File: config.mk
export PLATFORM = sky130hd
export DESIGN_NAME = sm3_core_arb
export DESIGN_NICKNAME = d
export VERILOG_FILES = /design/src/rtl/sm3_arb_pkg.sv /design/src/rtl/sm3_rr_pick.sv /design/src/rtl/sm3_core_arb.sv
export SDC_FILE = /design/constraint.sdc
export NUM_CORES = 1
export LEC_CHECK = 0
export CAP_MARGIN = 0
export CORE_AREA = 3 3 268 270
export DETAILED_ROUTE_END_ITERATION = 7
export DIE_AREA = 0 0 271 273
export MAX_ROUTING_LAYER = met4
export PLACE_DENSITY = 0.47
export REMOVE_ABC_BUFFERS = 1
export SYNTH_ARGS = -nofsm -noshare
export SYNTH_HDL_FRONTEND = slang
export SYNTH_SLANG_ARGS = --single-unit
File: constraint.sdc
create_clock -name clk -period 1.63 [get_ports clk]
set_clock_uncertainty 0.15 [all_clocks]
set_input_delay 0.326 -clock clk [delete_from_list [all_inputs] [get_ports clk]]
set_output_delay 0.326 -clock clk [all_outputs]
set_load 0.005 [all_outputs]
File: src/rtl/sm3_arb_pkg.sv
// sm3_arb_pkg: shared types, default sizes and helpers for the SM3 core arbiter.
// Rev 1.0
`default_nettype none

package sm3_arb_pkg;

  localparam int N_REQ_DEF  = 4;
  localparam int DATA_W_DEF = 32;
  localparam int RES_W_DEF  = 256;
  localparam int MAX_REQ    = 8;

  typedef enum logic [1:0] {
    IDLE     = 2'd0,
    XFER     = 2'd1,
    WAIT_RES = 2'd2
  } state_t;

  // Sized for the largest supported channel count; callers truncate to N_REQ.
  function automatic logic [MAX_REQ-1:0] onehot(input logic [2:0] idx);
    onehot      = '0;
    onehot[idx] = 1'b1;
  endfunction

endpackage

`default_nettype wire

File: src/rtl/sm3_rr_pick.sv
// sm3_rr_pick: combinational round-robin picker, first request at or after rr_ptr.
// Rev 1.0
`default_nettype none

module sm3_rr_pick #(
  parameter int N_REQ = 4,
  parameter int IDX_W = $clog2(N_REQ)
) (
  input  logic [N_REQ-1:0] req,
  input  logic [IDX_W-1:0] rr_ptr,
  output logic             found,
  output logic [IDX_W-1:0] idx
);

  logic [2*N_REQ-1:0] dbl;
  logic [2*N_REQ-1:0] mask;
  logic [2*N_REQ-1:0] masked;

  // Upper copy stays unmasked so the search wraps past the top channel.
  assign dbl    = {req, req};
  assign mask   = {(2*N_REQ){1'b1}} << rr_ptr;
  assign masked = dbl & mask;

  always_comb begin
    found = 1'b0;
    idx   = '0;
    for (int i = 2*N_REQ-1; i >= 0; i--) begin
      if (masked[i]) begin
        found = 1'b1;
        idx   = IDX_W'(i % N_REQ);
      end
    end
  end

endmodule

`default_nettype wire

File: src/rtl/sm3_core_arb.sv
// sm3_core_arb: message-locked round-robin arbiter sharing one SM3 core among N_REQ channels.
// Rev 1.0
`default_nettype none

module sm3_core_arb
  import sm3_arb_pkg::*;
#(
  parameter int N_REQ  = N_REQ_DEF,
  parameter int DATA_W = DATA_W_DEF,
  parameter int RES_W  = RES_W_DEF
) (
  input  logic                    clk,
  input  logic                    rst,
  input  logic [N_REQ*DATA_W-1:0] req_data_i,
  input  logic [N_REQ-1:0]        req_vld_i,
  input  logic [N_REQ-1:0]        req_lst_i,
  output logic [N_REQ-1:0]        req_rdy_o,
  output logic [DATA_W-1:0]       core_inpt_data_o,
  output logic                    core_inpt_vld_o,
  output logic                    core_inpt_lst_o,
  input  logic                    core_inpt_rdy_i,
  input  logic [RES_W-1:0]        core_otpt_res_i,
  input  logic                    core_otpt_vld_i,
  output logic [RES_W-1:0]        res_data_o,
  output logic [N_REQ-1:0]        res_vld_o,
  output logic [N_REQ-1:0]        gnt_o,
  output logic                    err_unexp_o
);

  localparam int IDX_W = $clog2(N_REQ);

  state_t             state, state_nxt;
  logic [IDX_W-1:0]   gnt_idx;
  logic [IDX_W-1:0]   rr_ptr;
  logic               pick_found;
  logic [IDX_W-1:0]   pick_idx;
  logic [N_REQ-1:0]   gnt_oh;
  logic [DATA_W-1:0]  req_word [N_REQ];

  for (genvar k = 0; k < N_REQ; k++) begin : g_unpack
    assign req_word[k] = req_data_i[k*DATA_W +: DATA_W];
  end

  sm3_rr_pick #(
    .N_REQ (N_REQ),
    .IDX_W (IDX_W)
  ) u_pick (
    .req    (req_vld_i),
    .rr_ptr (rr_ptr),
    .found  (pick_found),
    .idx    (pick_idx)
  );

  assign gnt_oh = N_REQ'(onehot(3'(gnt_idx)));

  always_comb begin
    state_nxt        = state;
    core_inpt_data_o = req_word[gnt_idx];
    core_inpt_vld_o  = 1'b0;
    core_inpt_lst_o  = 1'b0;
    req_rdy_o        = '0;
    gnt_o            = '0;
    unique case (state)
      IDLE: begin
        if (pick_found) state_nxt = XFER;
      end
      XFER: begin
        gnt_o           = gnt_oh;
        core_inpt_vld_o = req_vld_i[gnt_idx];
        core_inpt_lst_o = req_lst_i[gnt_idx];
        req_rdy_o       = core_inpt_rdy_i ? gnt_oh : '0;
        if (req_vld_i[gnt_idx] && core_inpt_rdy_i && req_lst_i[gnt_idx])
          state_nxt = WAIT_RES;
      end
      WAIT_RES: begin
        gnt_o = gnt_oh;
        if (core_otpt_vld_i) state_nxt = IDLE;
      end
      default: state_nxt = IDLE;
    endcase
  end

  always_ff @(posedge clk) begin
    if (rst) begin
      state       <= IDLE;
      gnt_idx     <= '0;
      rr_ptr      <= '0;
      res_data_o  <= '0;
      res_vld_o   <= '0;
      err_unexp_o <= 1'b0;
    end else begin
      state       <= state_nxt;
      res_vld_o   <= '0;
      err_unexp_o <= 1'b0;
      if (state == IDLE && pick_found) gnt_idx <= pick_idx;
      // Only the owner's digest is forwarded; anything else is dropped and flagged.
      if (core_otpt_vld_i) begin
        if (state == WAIT_RES) begin
          res_data_o <= core_otpt_res_i;
          res_vld_o  <= gnt_oh;
          rr_ptr     <= (gnt_idx == IDX_W'(N_REQ-1)) ? '0 : gnt_idx + 1'b1;
          gnt_idx    <= '0;
        end else begin
          err_unexp_o <= 1'b1;
        end
      end
    end
  end

endmodule

`default_nettype wire

# --- Word level (Yosys, flattened, before mapping) ---
# Index checks and enable logic that the tools add are counted.
word_totals:
  register_bits: 267
  in_bits: 396
classes:
  n_addsub: 1
  order_cmp: 4
  eq_ne: 6
  shifts: 1
  n_mux: 39
  bitwise: 4
  reduce_logical: 10
ops:
  columns: ["cell", "n"]
  rows:
  - ["$bmux 32 s2", 1]
  - ["$mux 32", 2]
  - ["$mux 2", 15]
  - ["$mux 1", 14]
  - ["$mux 4", 3]
  - ["$and 8x8->8", 1]
  - ["$shl 8x2->8 const A", 1]
  - ["$ne 2x2->1 const B", 3]
  - ["$pmux 2 s3", 1]
  - ["$bmux 1 s2", 2]
  - ["$eq 2x2->1 const B", 2]
  - ["$logic_and 1x1->1", 4]
  - ["$lt 2x4->1 const B", 1]
  - ["$reduce_or 2->1", 2]
  - ["$ge 3x3->1 const B", 1]
  - ["$lt 2x3->1 const B", 1]
  - ["$not 2->3", 1]
  - ["$reduce_and 3->1", 1]
  - ["$reduce_or 3->1", 1]
  - ["$add 2x1->2 const B", 1]
  - ["$demux 1 s2", 1]
  - ["$eq 2x1->1 const B", 1]
  - ["$ge 2x1->1 const B", 1]
  - ["$logic_not 2->1", 1]
  - ["other kinds (2)", 3]

# --- Depth between registers and ports, before layout ---
depth:
  ltp_word: 14
  depth_mapped: 7
  depth_no_buf: 6

# --- By module ---
# Synthesis repeated with hierarchy kept, for this count alone.
hier_totals:
  hier_cells: 688
  area_unflattened_um2: 9108.7
modules_own_cells:
  columns: ["mod", "instances", "cells_per_inst", "area_each_um2"]
  rows:
  - ["sm3_core_arb", 1, 676, 9031.2]
  - ["sm3_rr_pick", 1, 12, 77.6]

# --- Least setup slack after synthesis ---
# Ideal clock, no wire load.
synth_timing:
  kind: "register -> output"
  startpoint: "register gnt_idx[0]"
  endpoint: "output core_inpt_data_o[10]"
  t_arrival_ns: 1.343
  t_required_ns: 1.154
  path_slack_ns: -0.189
  stages_incl_launch_ff: 4
  path_buffers: 2
  cell_sequence: "dfxtp_1 buf_6 buf_2 mux4_2"
synth_via:
  elab_chain_len: 4
synth_lines:
  columns: ["item", "line_no", "text"]
  rows:
  - ["from (decl)", "sm3_core_arb.sv:33", "logic [IDX_W-1:0] gnt_idx;"]
  - ["from (signal assigned)", "sm3_core_arb.sv:95", "if (state == IDLE && pick_found) gnt_idx <= pick_idx;"]
  - ["$not 2->3 (implied by the code)", "sm3_core_arb.sv:58", "core_inpt_data_o = req_word[gnt_idx];"]
  - ["$bmux 32 s2", "sm3_core_arb.sv:58", null]
  - ["$mux 32 (implied by the code) (2 in series)", "sm3_core_arb.sv:58", null]
  - ["to (decl)", "sm3_core_arb.sv:18", "output logic [DATA_W-1:0] core_inpt_data_o,"]
# Every way passes these cells. The select of a mux whose other input is x is not followed.

# --- Worst setup path after layout ---
layout_timing:
  startpoint: "register gnt_idx[0]"
  endpoint: "output core_inpt_data_o[19]"
# The elaborated chain is that of the path after synthesis.

==> flow_metrics.py <==
metrics = {
    "clock_network": {
        "cts_max_level": 2,
        "cts_root_buffer": "clkbuf_16",
        "cts_made_buffers": 34,
        "path_clk_slew_ps": 60,
        "cts_hold_buffers": 0,
        "worstSkewPairLatency_ps": 530,
        "tritoncts": "done",
        "cts.sinks": 267,
        "cts_buffer_depth": 3,
    },
    "grt": {
        "grt_pass1_wl_mm": 72.0,
        "overflow": 0,
        "grt_pass1_vias": 9886,
        "grt_max_degree": 33,
        "grt_antenna_before_repair": 7,
        "track_usage": 0.138,
    },
    "setup_path": {
        "critPathMaxFanout": 6,
        "arrival_ps": 1910,
        "r2r-end": "res_data_o[242]$_SDFFE_PP0P_",
        "reg2reg_depth": 9,
        "r2r_start": "state[0]$_SDFFE_PP0P_",
        "rrSetupSlack_ps": -260,
        "critPathKind": "reg -> out",
        "required_ps": 1150,
        "critical_path.endpoint_type": "primary output",
        "cp-start-kind": "flip-flop",
    },
    "placement": {
        "place_congestion": 0.869,
        "placed_cells": 2326,
        "port_buffers": 698,
        "dp_hpwl_mm": 40.5,
        "dp_slack_ps": -726,
    },
    "timing": {
        "finalSetupViolCount": 306,
        "whs_ps": 222,
        "fmax_ghz": 0.419,
        "slew_headroom": 0.829,
        "rsz0062_at_grt": "true",
        "setup_tns_ps": -76160,
        "fin_ws_ps": -757,
        "hold_viol": 0,
        "fin_crit_ps": 2390,
        "final-max-slew-violation-count": 0,
        "max_slew.worst_pin.slew_ps": 255,
        "period_share": 1.46,
    },
    "floorplan": {
        "core_um2": 69800,
        "fp.dieH_um": 273,
        "die-area_um2": 74000,
        "ios": 699,
        "fp.dieW_um": 271,
        "row_count": 97,
        "start_util": 0.131,
    },
    "yosys": {
        "syn_avg_cell_area_um2": 13.2,
        "synth_seq_cells": 267,
        "synth_cells": 688,
        "ys_warn_count": 0,
        "netlist_area_um2": 9110,
        "ys_types": 33,
        "synth_seq_area_share": 0.587,
    },
    "pwr": {
        "ir_drop_v": 0.000564,
        "powerDensity_nw_per_um2": 871,
        "leakage_uw": 0.00848,
    },
    "drt": {
        "wire_per_inst_um": 22.5,
        "wl_mm": 55.7,
        "vias": 9551,
        "post-route-drc-count": 0,
        "via_per_inst": 3.86,
        "ant_nets": 0,
        "drtIter0Drc": 317,
        "first_pass_iters": 4,
    },
    "outcome": {
        "status": "finished, violations left",
        "violations": "negative setup slack",
    },
    "finish": {
        "syn_to_final_growth_pct": 126,
        "post-route-util": 0.295,
        "fin_nets": 1907,
        "fin_cells": 2477,
        "drive_above_1_share": 0.311,
    },
    "run": {
        "maxCapViolCount": 0,
    },
    "worst_hold_path": {
        "min_to": "res_data_o[40]$_SDFFE_PP0P_",
        "worstHoldStart": "core_otpt_res_i[40]",
        "hold_class": "in -> reg",
        "worstHoldPathCells": 2,
    },
}
registers in the layout, summed over array words and instances, names as in the netlist:
signal       cells
err_unexp_o      1
rr_ptr           2
gnt_idx          2
res_data_o     256
state            2
res_vld_o        4
area by class of cell:
class / count / area (µm²)
multi-input cells: 346 / 3580
diodes: 7 / 17.5
fillers: 7098 / 49200
inverters: 10 / 45.0
flip-flops and latches: 267 / 5420
clock inverters: 11 / 116
repair buffers: 845 / 9200
well taps: 940 / 1180
clock buffers: 51 / 1020
where the power goes:
group	total [µW]	leakage [µW]	switching [µW]	internal (µW)
logic	3560	0.00574	1210	2340
registers	6760	0.00218	95.1	6660
clock network	7600	0.000556	3080	4520
total	17900	0.00848	4390	13500
synth_stat cells:
library cell	instances	area, µm²
o211ai_1	1	7.51
o2111ai_1	1	8.76
a21o_1	1	7.51
nor2_1	3	11.3
mux4_2	32	721
dfxtp_1	267	5350
a22o_1	258	2260
a211oi_1	1	7.51
nand3_1	1	5.00
nand2b_1	1	6.26
o211a_1	1	10.0
and3_1	5	31.3
buf_6	1	11.3
nand4b_1	1	8.76
and2_1	10	62.6
nand2_1	6	22.5
o221ai_1	2	17.5
nor2b_1	1	6.26
nor3b_1	1	7.51
buf_2	42	210
or4_4	1	11.3
a21oi_1	3	15.0
buf_1	3	11.3
or4_1	1	7.51
inv_1	10	37.5
mux4_1	2	52.6
ha_1	7	87.6
a21boi_0	1	7.51
or2_1	1	6.26
a211o_1	2	17.5
o21bai_1	1	7.51
a32oi_1	1	8.76
clkbuf_1	19	71.3
timing repair:
| action | 4_1_cts | 5_1_grt |
|---|---|---|
| hold endpoints to repair | 0 | 0 |
| pin swaps | 44 | 186 |
| gates resized for setup | 814 | 178 |
| endpoints found under the setup margin | 553 | 406 |
| gates cloned | 18 | 34 |
| buffers inserted | 29 | 20 |
per-stage QoR:
stage,total power (µW),area (µm²)
after floorplan,7670,8800
after global placement,9810,17900
after detailed placement,9820,17900
after CTS,17900,19700
after global routing,18700,20600
final,17900,20600
worst max-delay path: stages, from the launching register on:
cell     delay, ps
dfxtp_4        380
buf_12         150
buf_6          110
buf_6           90
mux4_2         510
buf_6          140
cell families after synthesis:
group           synth area share
compound gates             0.261
fa+ha+maj                0.00961
buf+inv                   0.0375
flops                      0.587
mux                       0.0849
simple gates              0.0205
cells in the final DEF, fill, tap and decap left out, types with 28 or more instances in the layout:
| master | instances |
|---|---|
| clkdlybuf4s50_1 | 395 |
| a22o_1 | 258 |
| dfxtp_1 | 216 |
| clkdlybuf4s15_1 | 82 |
| buf_2 | 65 |
| clkbuf_16 | 64 |
| dlygate4sd2_1 | 59 |
| buf_6 | 46 |
| dfxtp_2 | 46 |
| clkbuf_2 | 39 |
| buf_12 | 39 |
| mux4_2 | 34 |
| buf_4 | 28 |
routing by layer:
layer / part of all wire / vias up / GRT usage
met5: 0 / - / -
li1: - / 4379 / -
met4: 0.037 / 0 / 0.0478
met2: 0.51 / 485 / 0.248
met3: 0.10 / 71 / 0.0600
met1: 0.35 / 4616 / 0.130
worst max path at each step:
stage | startpoint | to | depth (start not counted)
6_report | gnt_idx[0]$_SDFF_PP0_ | core_inpt_data_o[19] | 5
4_1_cts | gnt_idx[0]$_SDFF_PP0_ | core_inpt_data_o[19] | 5
2_1_floorplan | state[0]$_SDFFE_PP0P_ | res_data_o[0]$_SDFFE_PP0P_ | 4
3_3_place_gp | req_vld_i[1] | core_inpt_vld_o | 4
5_1_grt | gnt_idx[0]$_SDFF_PP0_ | core_inpt_data_o[21] | 5
3_5_place_dp | req_lst_i[1] | core_inpt_lst_o | 4
No activity file was read; power rests on OpenSTA's default activity.
